===== config.mk =====
export PLATFORM = sky130hd
export DESIGN_NAME = jtag_reg_master
export DESIGN_NICKNAME = d
export VERILOG_FILES = /design/src/rtl/jtag_reg_master.sv
export SDC_FILE = /design/constraint.sdc
export NUM_CORES = 1
export LEC_CHECK = 0
export BUFFER_PORTS_ARGS = -buffer_cell sky130_fd_sc_hd__buf_4
export CAP_MARGIN = 20
export CORE_MARGIN = 3
export CORE_UTILIZATION = 59
export DETAILED_ROUTE_END_ITERATION = 8
export HOLD_SLACK_MARGIN = 0.1
export PLACE_DENSITY_LB_ADDON = 0.3
export RECOVER_POWER = 100
export SYNTH_ARGS = -nofsm -noshare
export SYNTH_HDL_FRONTEND = slang
export SYNTH_SLANG_ARGS = --single-unit

===== constraint.sdc =====
create_clock -name clk_sys -period 9 [get_ports clk_sys]
set_input_delay 1.8 -clock clk_sys [delete_from_list [all_inputs] [get_ports clk_sys]]
set_output_delay 1.8 -clock clk_sys [all_outputs]
set_load 0.03 [all_outputs]

===== src/rtl/jtag_reg_master.sv =====
// rtl/jtag_reg_master.sv - register read/write master driving a JTAG DR-scan register bridge
`timescale 1ns/1ps
module jtag_reg_master #(
   parameter int TCK_HALF = 2,
   parameter int GAP_TCKS = 4,
   parameter int DRW      = 40
) (
   input  logic        clk_sys,
   input  logic        rst_sys,
   input  logic        cmd_valid,
   output logic        cmd_ready,
   input  logic        cmd_write,
   input  logic [7:0]  cmd_addr,
   input  logic [31:0] cmd_wdata,
   output logic        rsp_valid,
   input  logic        rsp_ready,
   output logic [31:0] rsp_rdata,
   output logic        rsp_err,
   output logic        tck,
   output logic        tdi,
   output logic [1:0]  ir_out,
   output logic        vs_cdr,
   output logic        vs_sdr,
   output logic        vs_udr,
   input  logic        tdo
);
   localparam int HW = (TCK_HALF > 1) ? $clog2(TCK_HALF) : 1;
   localparam int BW = (DRW > 1) ? $clog2(DRW) : 1;
   localparam int GW = (GAP_TCKS > 1) ? $clog2(GAP_TCKS) : 1;
   localparam logic [HW-1:0] H_LAST = HW'(TCK_HALF - 1);
   localparam logic [BW-1:0] B_LAST = BW'(DRW - 1);
   localparam logic [GW-1:0] G_LAST = GW'(GAP_TCKS - 1);

   typedef enum logic [2:0] {IDLE, CDR, SHIFT, UDR, GAP, RESP} state_t;
   state_t state, state_d;

   logic [HW-1:0]  hcnt;
   logic [BW-1:0]  bit_cnt;
   logic [GW-1:0]  gap_cnt;
   logic [DRW-1:0] word;
   logic [DRW-1:0] cap;
   logic [7:0]     addr_q;
   logic           wr_q;
   logic           second;
   logic           scanning;
   logic           tck_rise;
   logic           tck_fall;
   logic           accept;
   logic           scan_done;

   assign scanning  = (state == CDR) || (state == SHIFT) || (state == UDR) || (state == GAP);
   assign tck_rise  = scanning && !tck && (hcnt == H_LAST);
   assign tck_fall  = scanning && tck && (hcnt == H_LAST);
   assign accept    = (state == IDLE) && cmd_valid && cmd_ready;
   assign scan_done = (state == GAP) && tck_fall && (gap_cnt == G_LAST);

   // Strobes decode straight from state, so reset clears them without waiting for a clock
   assign vs_cdr    = (state == CDR);
   assign vs_sdr    = (state == SHIFT);
   assign vs_udr    = (state == UDR);
   assign rsp_valid = (state == RESP);

   always_ff @(posedge clk_sys or posedge rst_sys) begin
      if (rst_sys) state <= IDLE;
      else         state <= state_d;
   end

   always_comb begin
      state_d = state;
      case (state)
         IDLE:    if (accept) state_d = CDR;
         CDR:     if (tck_fall) state_d = SHIFT;
         SHIFT:   if (tck_fall && (bit_cnt == B_LAST)) state_d = UDR;
         UDR:     if (tck_fall) state_d = GAP;
         GAP:     if (scan_done) state_d = (!wr_q && !second) ? CDR : RESP;
         RESP:    if (rsp_ready) state_d = IDLE;
         default: state_d = IDLE;
      endcase
   end

   always_ff @(posedge clk_sys or posedge rst_sys) begin
      if (rst_sys) begin
         cmd_ready <= 1'b0;
         tck       <= 1'b0;
         tdi       <= 1'b0;
         ir_out    <= 2'b00;
         hcnt      <= '0;
         bit_cnt   <= '0;
         gap_cnt   <= '0;
         word      <= '0;
         cap       <= '0;
         addr_q    <= '0;
         wr_q      <= 1'b0;
         second    <= 1'b0;
         rsp_rdata <= '0;
         rsp_err   <= 1'b0;
      end else begin
         cmd_ready <= (state_d == IDLE);

         if (scanning) begin
            if (hcnt == H_LAST) begin
               hcnt <= '0;
               tck  <= ~tck;
            end else begin
               hcnt <= hcnt + 1'b1;
            end
         end else begin
            hcnt <= '0;
            tck  <= 1'b0;
         end

         if (accept) begin
            wr_q    <= cmd_write;
            addr_q  <= cmd_addr;
            word    <= cmd_write ? DRW'({cmd_wdata, cmd_addr}) : DRW'({32'h0, cmd_addr});
            ir_out  <= cmd_write ? 2'b01 : 2'b10;
            second  <= 1'b0;
            tdi     <= 1'b0;
            bit_cnt <= '0;
            gap_cnt <= '0;
         end

         // Bit 0 goes out on the falling edge that opens SHIFT; the rest follow one per TCK
         if ((state == CDR) && tck_fall) begin
            tdi     <= word[0];
            bit_cnt <= '0;
         end
         if ((state == SHIFT) && tck_rise) cap <= {tdo, cap[DRW-1:1]};
         if ((state == SHIFT) && tck_fall) begin
            if (bit_cnt == B_LAST) begin
               tdi <= 1'b0;
            end else begin
               bit_cnt <= bit_cnt + 1'b1;
               tdi     <= word[bit_cnt + 1'b1];
            end
         end

         if ((state == UDR) && tck_fall) gap_cnt <= '0;
         if ((state == GAP) && tck_fall && !scan_done) gap_cnt <= gap_cnt + 1'b1;

         // A read's first scan only latches the address; its capture is overwritten by scan 2
         if (scan_done) begin
            if (!wr_q && !second) begin
               second <= 1'b1;
            end else begin
               rsp_rdata <= wr_q ? 32'h0 : cap[8 +: 32];
               rsp_err   <= !wr_q && (cap[7:0] != addr_q);
            end
         end

         if ((state == RESP) && rsp_ready) ir_out <= 2'b00;
      end
   end
endmodule


# Word-level counts from Yosys, hierarchy flattened
# Cells that the tools add are included.
[totals] reg_bits=140 latchBits=0 ramBits=0 mem_bits_ro=0 in_bits=46 out_inout_bits=42 wordCells=93 memories=0
[op_classes] addsub=3 n_mul=0 n_div=0 magnitude_cmp=1 n_eq_ne=9 n_shift=0 mux=33 bitwise_logic=2 n_reduce_logical=30
[ops] cell="two-way mux 40 bit" n=1
[ops] cell="two-way mux 32 bit" n=1
[ops] cell="two-way mux 6 bit" n=4
[ops] cell="two-way mux 3 bit" n=7
[ops] cell="case mux 3 bit (6 select lines)" n=1
[ops] cell="logical AND 1 bit" n=17
[ops] cell="two-way mux 1 bit" n=12
[ops] cell="two-way mux 2 bit" n=6
[ops] cell="inequality test 8 bit" n=1
[ops] cell="< comparator 6 x 7 -> 1 bit, second input constant" n=1
[ops] cell="adder 6 x 1 -> 6 bit, second input constant" n=1
[ops] cell="binary-select mux 1 bit (select 6 bit)" n=1
[ops] cell="== test 3 x 2 -> 1 bit, second input constant" n=2
[ops] cell="== test 3 bit, second input constant" n=2
[ops] cell="== test 6 bit, second input constant" n=1
[ops] cell="logical NOT 3 bit" n=2
[ops] cell="nonzero test 3 bit" n=2
[ops] cell="logical NOT 1 bit" n=4
[ops] cell="== test 3 x 1 -> 1 bit, second input constant" n=1
[ops] cell="logical OR 1 bit" n=3
[ops] cell="adder 2 x 1 -> 2 bit, second input constant" n=1
[ops] cell="== test 2 bit, second input constant" n=1
[ops] cell="inequality test 2 bit, second input constant" n=1
[ops] cell="inverter 1 bit" n=2
[ops] cell="3 further kinds" n=3

# Logic depth before layout (Yosys ltp)
# Gate-level depths: netlist of the first run.
[depth] depth_word=11 ltp_mapped=8

# Worst setup path before layout of the first run
# Ideal clock, no wire load.
[synth_timing] path_type="reg-to-output" from="reg state[0]" to="out vs_cdr" t_arrival_ns=1.391 t_required_ns=7.200 path_slack_ns=5.809 path_stages_with_launch=4 cell_sequence="dfrtp_1 > clkbuf_1 > inv_1 > nor3_1"
[synth_between] elab_chain_cells=1
[synth_rtl] item="start, declared" line_no="35" text="state_t state, state_d;"
[synth_rtl] item="start signal, assigned" line_no="65" text="else state <= state_d;"
[synth_rtl] item="== test 3 x 1 -> 1 bit" line_no="58" text="assign vs_cdr = (state == CDR);"
[synth_rtl] item="end, declared" line_no="22" text="output logic vs_cdr,"
# Every way passes these cells.

==> metrics, run 1 <==
clk buf depth 2; Final nets 679; Residual DRC 0; drt via density around 5.6; global route overflow 0; Die Area 11200 um2; Seq/Total Area, Yosys 56.0%; Post-DP HPWL 7.83 mm; root cell of the clock tree clkbuf_8; Final Cycle Share 42.5%; R2R Setup Slk 5.35 ns; final-layout fill cell count 649; Critical Path Sink cap[7]$_DFFE_PP0P_; Iter 0 DRT Violations 256; synthesized flop and latch total 132; Crit path max-delay family buffers and inverters; failing checks max-capacitance violations, max-slew violations; simple-gate share of the synthesized area 18.2%; TritonCTS clock tree done; diodes inserted 0; Core Area ~9500 um2; worst min path class reg -> reg; max-slew violations between 200 and 250; DR pass1 iterations 5; final core utilization between 70% and 80%; compound-cell area share of the yosys netlist 6.64%; Total Wirelength approximately 12 mm; crit end category asynchronous set/reset pin; Worst VDD drop around 0.19 mV; ys flop type dfrtp_1; TritonCTS buffer count 17; clock slew at reported path FFs 0.06 ns; Adder-Cell Fraction of Synth Area 0.424%; Layout Skew 0.00736 ns; IO buf count slightly below 90; worst setup path class in -> async; FF-to-FF Start wr_q$_DFFE_PP0P_; Synth Warn # 0; Netlist cell types 48; synthesis-to-layout area growth 18.8%; total number of vias 4320; first-pass GRT wire length 21.2 mm; most frequent cells in the layout nand2_1 (140), dfrtp_1 (132), clkbuf_1 (47), buf_4 (44), mux2_2 (39); status finished with violations; largest family of logic cells by synthesized area simple AND/OR/NAND/NOR gates; largest net degree at the start of global routing 72; XOR/XNOR share of the synthesized area 2.35%; post-CTS setup buffer count 0; fraction of layout cells with a size suffix above 1 around a fifth; post-route ant nets 0; Final Hold Vio Count 0; PostCTS Resize Cnt 0; CP Cell Sequence clkbuf_4, clkinvlp_2, buf_4; largest stage delay on the critical path between 1 and 1.5 ns; crit path time final 3.82 ns; Tot GR Track Use 23.7%; Rows 35; wire per inst around 16 um; critical path depth 3; Post-Place Cell Area around 6600 um2; hold_ws 0.464 ns; CP max FO 71; mux cell area share after synthesis 13.1%; Initial Util a little over 60%; CTS Hold Bufs 0; top cells by area, synth dfrtp_1 (56%), nand2_1 (8.9%), mux2_2 (7.8%), nand2b_1 (3.5%), o21ai_0 (3.2%); Syn Inst Count roughly 560; slowest CP cell clkinvlp_2; Rel. slew slack -71.5%; die width 106 um; CP Data Required Time 9.52 ns; buffers and inverters on the worst path 3; Fmax achieved ~0.26 GHz; Synth top area share 56.0%; Worst Setup SP rst_sys; syn avg cell area roughly 11 um2; Post-synth EDFFs 0; leak pwr 3.35 nW; R2R cell count 3; number of global-route vias before repair 4362; Least-Margin Pin Slew 2.56 ns; H-Tree Depth 4; Fin Setup TNS 0 ns; Worst R2R End rsp_rdata[11]$_DFFE_PP0P_; Worst-Skew Late Latency 0.52 ns; synthesized net count 605; Clock Sink Count 132; max cap viols 4; PD cells 287 nW/um2; Post-Synthesis Cell Area 5900 um2; RSZ-0062 raised after global routing false; Final Instance Area 7010 um2; CP startpoint kind primary input; commonest non-fill, non-tap cell in the layout nand2_1; Worst Path Arrival 4.35 ns; Post-synth ARST share between 90% and 100%; final number of setup-violating endpoints 0; leading area contributor after synthesis dfrtp_1; Vert. Die Dim approximately 110 um; initial antenna violation count 0; Final Wtd Congestion between 0.8 and 0.9; Ports a little under 90
## worst min-delay path, stage by stage, from the launching register on
cell	delay [ns]
dfrtp_1	0.34
nand2_1	0.05
nand2_1	0.05
## area by class of cell
cell class	count	area, um2	area share, %
multi-input combinational	381	2390	34.2
timing repair buffer	92	514	7.34
tap	129	161	2.30
inverter	7	27.5	0.393
clock inverter	15	194	2.77
sequential	132	3300	47.1
clock buffer	17	414	5.91
## metal layers
layer,GRT usage [%],vias up,part of all wire (%)
met5,0,-,0
met4,8.88,0,2.0
met3,5.59,25,4.9
met2,37.8,132,49
met1,32.1,2123,44
li1,-,2040,-
## cell families after synthesis
| family | Yosys count |
|---|---|
| AND/OR/NAND/NOR | 238 |
| flip-flops | 132 |
| AO/OA/AOI/OAI | 64 |
| multiplexers | 62 |
| buffers and inverters | 44 |
| XOR/XNOR | 15 |
| adder cells (fa/ha/maj) | 2 |
## flip-flops by register name (all words and copies together), names as in the netlist, 2 cells and up
signal	count
cap	40
state	3
word	40
gap_cnt	2
rsp_rdata	32
bit_cnt	6
ir_out	2
## synthesized netlist by cell type (2+ instances only)
| cell type | instances |
|---|---|
| o22ai_1 | 4 |
| xnor2_1 | 11 |
| buf_2 | 6 |
| buf_1 | 5 |
| dfrtp_1 | 132 |
| a21oi_1 | 3 |
| mux2_2 | 41 |
| nor2b_1 | 2 |
| ha_1 | 2 |
| mux4_2 | 3 |
| a22oi_1 | 3 |
| nor2_1 | 9 |
| nor3_1 | 5 |
| xor2_1 | 3 |
| mux4_1 | 4 |
| and2_1 | 2 |
| nand4_1 | 4 |
| a21o_1 | 2 |
| clkbuf_1 | 24 |
| nand3_1 | 37 |
| mux2i_1 | 14 |
| inv_1 | 7 |
| nand2b_1 | 33 |
| o21ai_0 | 38 |
| nand2_1 | 140 |
## per-stage QoR
step           std cells  total power (W)  setup WS [ns]
2_1_floorplan        557          0.00120           3.67
3_3_place_gp         741          0.00130           5.66
3_5_place_dp         741          0.00132           5.60
4_1_cts              773          0.00204           5.40
5_1_grt              773          0.00212           4.70
6_report             773          0.00201           5.18
## power breakdown
part           internal (W)  leakage [nW]  switching [W]
clock network      0.000430         0.289       0.000274
logic              0.000222          1.28       0.000270
registers          0.000699          1.78       0.000114
total               0.00135          3.35       0.000658
## how the worst min path moves through the flow
stage / start / to / slack (ns) / cells past startpoint
finish: word[20]$_DFFE_PP0P_ / word[20]$_DFFE_PP0P_ / 0.46 / 2
global route: word[13]$_DFFE_PP0P_ / word[13]$_DFFE_PP0P_ / 0.48 / 2
CTS: word[24]$_DFFE_PP0P_ / word[24]$_DFFE_PP0P_ / 0.47 / 2
detailed placement: word[24]$_DFFE_PP0P_ / word[24]$_DFFE_PP0P_ / 0.45 / 2
global placement: word[24]$_DFFE_PP0P_ / word[24]$_DFFE_PP0P_ / 0.45 / 2
floorplan: word[26]$_DFFE_PP0P_ / word[26]$_DFFE_PP0P_ / 0.43 / 2
No activity file was read; power rests on OpenSTA's default activity.
==> run 2, diff against run 1 <==
--- a/config.mk
+++ b/config.mk
@@ -5,10 +5,11 @@
 export SDC_FILE = /design/constraint.sdc
 export NUM_CORES = 1
 export LEC_CHECK = 0
+export ABC_AREA = 1
 export BUFFER_PORTS_ARGS = -buffer_cell sky130_fd_sc_hd__buf_4
 export CAP_MARGIN = 20
 export CORE_MARGIN = 3
-export CORE_UTILIZATION = 59
+export CORE_UTILIZATION = 57
 export DETAILED_ROUTE_END_ITERATION = 8
 export HOLD_SLACK_MARGIN = 0.1
 export PLACE_DENSITY_LB_ADDON = 0.3
==> constraint.sdc (replaced) <==
create_clock -name clk_sys -period 3.8 [get_ports clk_sys]
set_input_delay 0.76 -clock clk_sys [delete_from_list [all_inputs] [get_ports clk_sys]]
set_output_delay 0.76 -clock clk_sys [all_outputs]
set_load 0.03 [all_outputs]
==> metrics, run 2 <==
status finished with violations; failing checks max-capacitance violations, max-slew violations; Core Area 10000 um2; post-CTS setup buffer count 0; max cap viols 1; leading area contributor after synthesis dfrtp_1; post-route ant nets 0; Worst-Skew Late Latency 0.53 ns; Fmax achieved about 0.37 GHz; CP Cell Sequence inv_1, nand3_1, nand2_1, nand2_1, inv_1, nand3_2, mux2_1; TritonCTS buffer count 17; PostCTS Resize Cnt 0; final core utilization 70.0%; RSZ-0062 raised after global routing false; first-pass GRT wire length 21.7 mm; Worst VDD drop around 0.43 mV; Residual DRC 0; clock slew at reported path FFs 0.06 ns; Post-DP HPWL 8.55 mm; fraction of layout cells with a size suffix above 1 13.9%; Worst R2R End cap[39]$_DFFE_PP0P_; H-Tree Depth 4; syn avg cell area about 9.0 um2; diodes inserted 0; Rel. slew slack -31.8%; Layout Skew 0.00983 ns; synthesized net count 712; clk buf depth 2; CTS Hold Bufs 0; IO buf count 87; Rows 36; drt via density 5.37; Clock Sink Count 132; Worst Path Arrival 3.10 ns; Pwr Total 0.00479 W; Iter 0 DRT Violations between 300 and 400; Synth top area share 55.1%; crit end category register; synthesized flop and latch total 132; Die Area about 12000 um2; wire per inst 14.7 um; R2R cell count 7; buffers and inverters on the worst path 2; most frequent cells in the layout nand2_1 (179), dfrtp_1 (132), inv_1 (99), o21ai_0 (72), buf_4 (47); Vert. Die Dim 109 um; Total Wirelength about 13 mm; final setup margin 1.10 ns; Tot GR Track Use 23.6%; R2R Setup Slk 1.10 ns; worst min path class in -> reg; Final Hold Vio Count 0; Final nets 790; worst setup path class reg -> reg; die width approximately 110 um; initial antenna violation count 0; Netlist cell types 33; max-slew violations 44; Hold Crit Start cmd_wdata[22]; synthesis-to-layout area growth 16.7%; Final Wtd Congestion between 0.9 and 1; Initial Util about three fifths; worst-case hold path end point word[30]$_DFFE_PP0P_; largest net degree at the start of global routing 90; hold_ws 0.447 ns; most instantiated library cell after synthesis nand2_1; TritonCTS clock tree done; Syn Inst Count 664; PD cells 684 nW/um2; Synth top cells by count nand2_1 (178), dfrtp_1 (132), inv_1 (96); Post-synth ARST share 100%; DR pass1 iterations 5; Ports 88; crit path time final 2.70 ns; hold depth 3; total number of vias roughly 4800; number of global-route vias before repair 4642; Crit path max-delay family simple AND/OR/NAND/NOR gates; ys flop type dfrtp_1; global route overflow 0; commonest non-fill, non-tap cell in the layout nand2_1; Synth Warn # 0; CP max FO 78; Seq/Total Area, Yosys 55.1%; FF-to-FF Start state[1]$_DFF_PP0_; leak pwr 3.35 nW; Post-synth EDFFs 0; Least-Margin Pin Slew 1.97 ns; root cell of the clock tree clkbuf_8; Final Cycle Share between 70% and 80%; top cells by area, synth dfrtp_1 (55%), nand2_1 (11%), inv_1 (6.0%), o31ai_2 (5.6%), o21ai_0 (4.9%); slowest CP cell nand3_2; Fin Setup TNS 0 ns; biggest regs cap x40, word x40, rsp_rdata x32; CP startpoint kind register; dpl ws 1.39 ns; largest stage delay on the critical path 0.91 ns; final number of setup-violating endpoints 0; Post-Synthesis Cell Area 6000 um2; CP Data Required Time 4.20 ns
[run 2: cell count changes after synthesis, moves of 21 or more]
cell | before | now
inv_1 | 7 | 96
mux2_2 | 41 | 0
nand2_1 | 140 | 178
nand2b_1 | 33 | 0
o31ai_2 | 0 | 27
o21ai_0 | 38 | 59
[run 2: layer usage]
metal  up-vias  part of all wire (%)  track usage, %
met2       150                    50            38.1
met1      2302                    43            31.1
li1       2297                     -               -
met3        22                   5.1            5.49
met4         0                   1.6            9.29
met5         -                     0               0
[run 2: tightest hold or removal path: cells and delay by family]
family          cells  cell delay, ns
simple gates        1            0.04
buf+inv             1            0.08
compound gates      1            0.06
[run 2: layout make-up]
| class | count | area [um2] |
|---|---|---|
| tap | 133 | 166 |
| multi-input combinational | 396 | 2030 |
| clock inverter | 13 | 125 |
| sequential | 132 | 3300 |
| clock buffer | 19 | 432 |
| timing repair buffer | 92 | 558 |
| fill | 773 | 3000 |
| inverter | 103 | 388 |
[run 2: worst max path at each step]
stage                  startpoint                   end  cells after the start
5_1_grt        state[1]$_DFF_PP0_    cap[1]$_DFFE_PP0P_                      7
3_3_place_gp            cmd_valid  bit_cnt[2]$_DFF_PP0_                      9
6_report       state[1]$_DFF_PP0_   cap[39]$_DFFE_PP0P_                      7
2_1_floorplan             rst_sys  bit_cnt[0]$_DFF_PP0_                      1
4_1_cts        state[2]$_DFF_PP0_                vs_cdr                      4
3_5_place_dp            cmd_valid  word[15]$_DFFE_PP0P_                      8
[run 2: per-stage QoR]
step           instance area [um2]  instances
3_3_place_gp                  6690        855
3_5_place_dp                  6710        856
2_1_floorplan                 6000        664
4_1_cts                       7270        888
6_report                      7000        888
5_1_grt                       7000        888
[run 2: cells by family (layout without fill, tap and decap cells)]
group	count (synthesis)	count (layout)	share of synthesized area (%)
DFF	132	132	55.1
adders and majority gates	2	2	0.417
muxes	3	3	0.667
and+or+nand+nor	254	254	18.2
xor gates and xnor gates	5	5	0.730
buffers and inverters	136	227	9.38
AOI/OAI and AO/OA	132	132	15.5
[run 2: report_power, final]
part | switching [W] | total [W] | internal (W) | leakage (nW)
logic | 0.000941 | 0.00138 | 0.000440 | 1.31
clock network | 0.000627 | 0.00152 | 0.000893 | 0.258
registers | 0.000177 | 0.00189 | 0.00171 | 1.78
total | 0.00175 | 0.00479 | 0.00304 | 3.35
==> run 3, diff against run 2 <==
--- a/config.mk
+++ b/config.mk
@@ -5,11 +5,11 @@
 export SDC_FILE = /design/constraint.sdc
 export NUM_CORES = 1
 export LEC_CHECK = 0
-export ABC_AREA = 1
+export ABC_AREA = 0
 export BUFFER_PORTS_ARGS = -buffer_cell sky130_fd_sc_hd__buf_4
 export CAP_MARGIN = 20
 export CORE_MARGIN = 3
-export CORE_UTILIZATION = 57
+export CORE_UTILIZATION = 51
 export DETAILED_ROUTE_END_ITERATION = 8
 export HOLD_SLACK_MARGIN = 0.1
 export PLACE_DENSITY_LB_ADDON = 0.3
==> constraint.sdc (replaced) <==
create_clock -name clk_sys -period 2.34 [get_ports clk_sys]
set_input_delay 0.468 -clock clk_sys [delete_from_list [all_inputs] [get_ports clk_sys]]
set_output_delay 0.468 -clock clk_sys [all_outputs]
set_load 0.03 [all_outputs]
==> metrics, run 3 (same netlist as run 1, synthesis figures left out) <==
fraction of layout cells with a size suffix above 1 between 20% and 30%; Fin Setup TNS 0 ns; die width 114 um; dpl ws 0.0711 ns; leak pwr 3.41 nW; Rel. slew slack -14.6%; drt via density roughly 5.3; DP Cell Count 761; Least-Margin Pin Slew approximately 1.7 ns; Layout Skew 0.00709 ns; crit path time final 2.30 ns; initial antenna violation count 0; final number of setup-violating endpoints 0; IO buf count just under 90; Worst Path Arrival 2.57 ns; Worst R2R End tdi$_DFFE_PP0P_; failing checks max-capacitance violations, max-slew violations; H-Tree Depth 4; final-layout fill cell count approximately 900; Rows 38; Critical Path Sink tdi$_DFFE_PP0P_; number of global-route vias before repair 4343; biggest regs cap x40, word x40, rsp_rdata x32; Final Hold Vio Count 0; diodes inserted 0; Worst-Skew Late Latency just over 0.4 ns; Tot GR Track Use 20.1%; CP Data Required Time 2.62 ns; Iter 0 DRT Violations 300; worst min path class in -> reg; max cap viols 1; largest stage delay on the critical path 0.57 ns; TritonCTS buffer count 17; wire per inst 15.2 um; crit end category register; Ports 88; root cell of the clock tree clkbuf_16; total number of vias 4225; status finished with violations; Core Area 11100 um2; slowest CP cell mux4_1; first-pass GRT wire length 20.7 mm; PD cells 1080 nW/um2; Total Wirelength 12.1 mm; Fmax achieved between 0.4 and 0.5 GHz; Initial Util about 53%; final core utilization between 60% and 70%; Final nets a little under 700; RSZ-0062 raised after global routing false; most frequent cells in the layout nand2_1 (140), dfrtp_1 (132), buf_4 (52), clkbuf_1 (44), mux2_2 (41); R2R cell count 5; Residual DRC 0; Worst Setup SP bit_cnt[1]$_DFF_PP0_; Post-DP HPWL approximately 8.0 mm; CP max FO 4; final cell count without fillers 793; CP startpoint kind register; R2R Setup Slk 0.04 ns; largest net degree at the start of global routing approximately 130; worst setup path class reg -> reg; Final Wtd Congestion between 0.9 and 1; area occupied by multi-input gates 2410 um2; clk buf depth 2; TritonCTS clock tree done; Worst VDD drop 0.612 mV; commonest non-fill, non-tap cell in the layout nand2_1; final setup margin 0.0421 ns; FF-to-FF Start bit_cnt[1]$_DFF_PP0_; global route overflow 0; Vert. Die Dim between 100 and 150 um; DR pass1 iterations 4; post-route ant nets 0; max-slew violations 133; synthesis-to-layout area growth 20.8%; clock slew at reported path FFs ~0.060 ns; CP Cell Sequence ha_2, mux4_1, nor2b_1, a2111oi_0, o41ai_2; register area between 3000 and 4000 um2; Clock Sink Count 132; Die Area 12900 um2; Final Cycle Share 98.2%
[run 3: what timing repair did]
item,in CTS,in global routing
gates resized for setup,0,1
setup buffers,0,0
setup endpoints to repair,0,1
hold buffers,0,0
[run 3: layout make-up]
type                       instances  area share [%]
multi-input combinational        381            33.9
clock inverter                     9            1.44
sequential                       132            46.3
clock buffer                      23            6.71
timing repair buffer             101            8.79
inverter                           7           0.386
tap                              140            2.46
[run 3: worst min path at each step]
stage	startpoint	endpoint	slack (ns)	cells past startpoint
after floorplan	word[26]$_DFFE_PP0P_	word[26]$_DFFE_PP0P_	0.43	2
after global placement	word[30]$_DFFE_PP0P_	word[30]$_DFFE_PP0P_	0.45	2
after detailed placement	word[25]$_DFFE_PP0P_	word[25]$_DFFE_PP0P_	0.46	2
after CTS	cmd_addr[5]	word[5]$_DFFE_PP0P_	0.24	3
after global routing	cmd_addr[1]	word[1]$_DFFE_PP0P_	0.25	3
final	cmd_addr[5]	word[5]$_DFFE_PP0P_	0.25	3
[run 3: power breakdown]
| group | leakage [nW] | internal, W | switching, W |
|---|---|---|---|
| Sequential | 1.78 | 0.00269 | 0.000365 |
| Combinational | 1.35 | 0.000951 | 0.00113 |
| Clock | 0.279 | 0.00164 | 0.000939 |
| Total | 3.41 | 0.00529 | 0.00243 |
[run 3: worst max-delay path, delay by kind of cell, from the launching register on]
| family | cells | cell delay [ns] |
|---|---|---|
| compound gates | 2 | 0.64 |
| mux | 1 | 0.57 |
| fa+ha+maj | 1 | 0.41 |
| flops | 1 | 0.40 |
| simple gates | 1 | 0.15 |
[run 3: layer usage]
layer	share of wire [%]	track usage, %	vias up
met5	0	0	-
met4	1.3	6.73	0
met3	4.0	4.40	13
met2	48	32.3	86
met1	47	27.2	2065
li1	-	-	2061
[run 3: through the flow]
stage	power, W	hold WS [ns]	instance area [um2]
2_1_floorplan	0.00462	0.430	5900
3_3_place_gp	0.00512	0.452	6700
5_1_grt	0.00814	0.252	7130
4_1_cts	0.00783	0.235	7300
6_report	0.00772	0.248	7130
3_5_place_dp	0.00522	0.455	6720
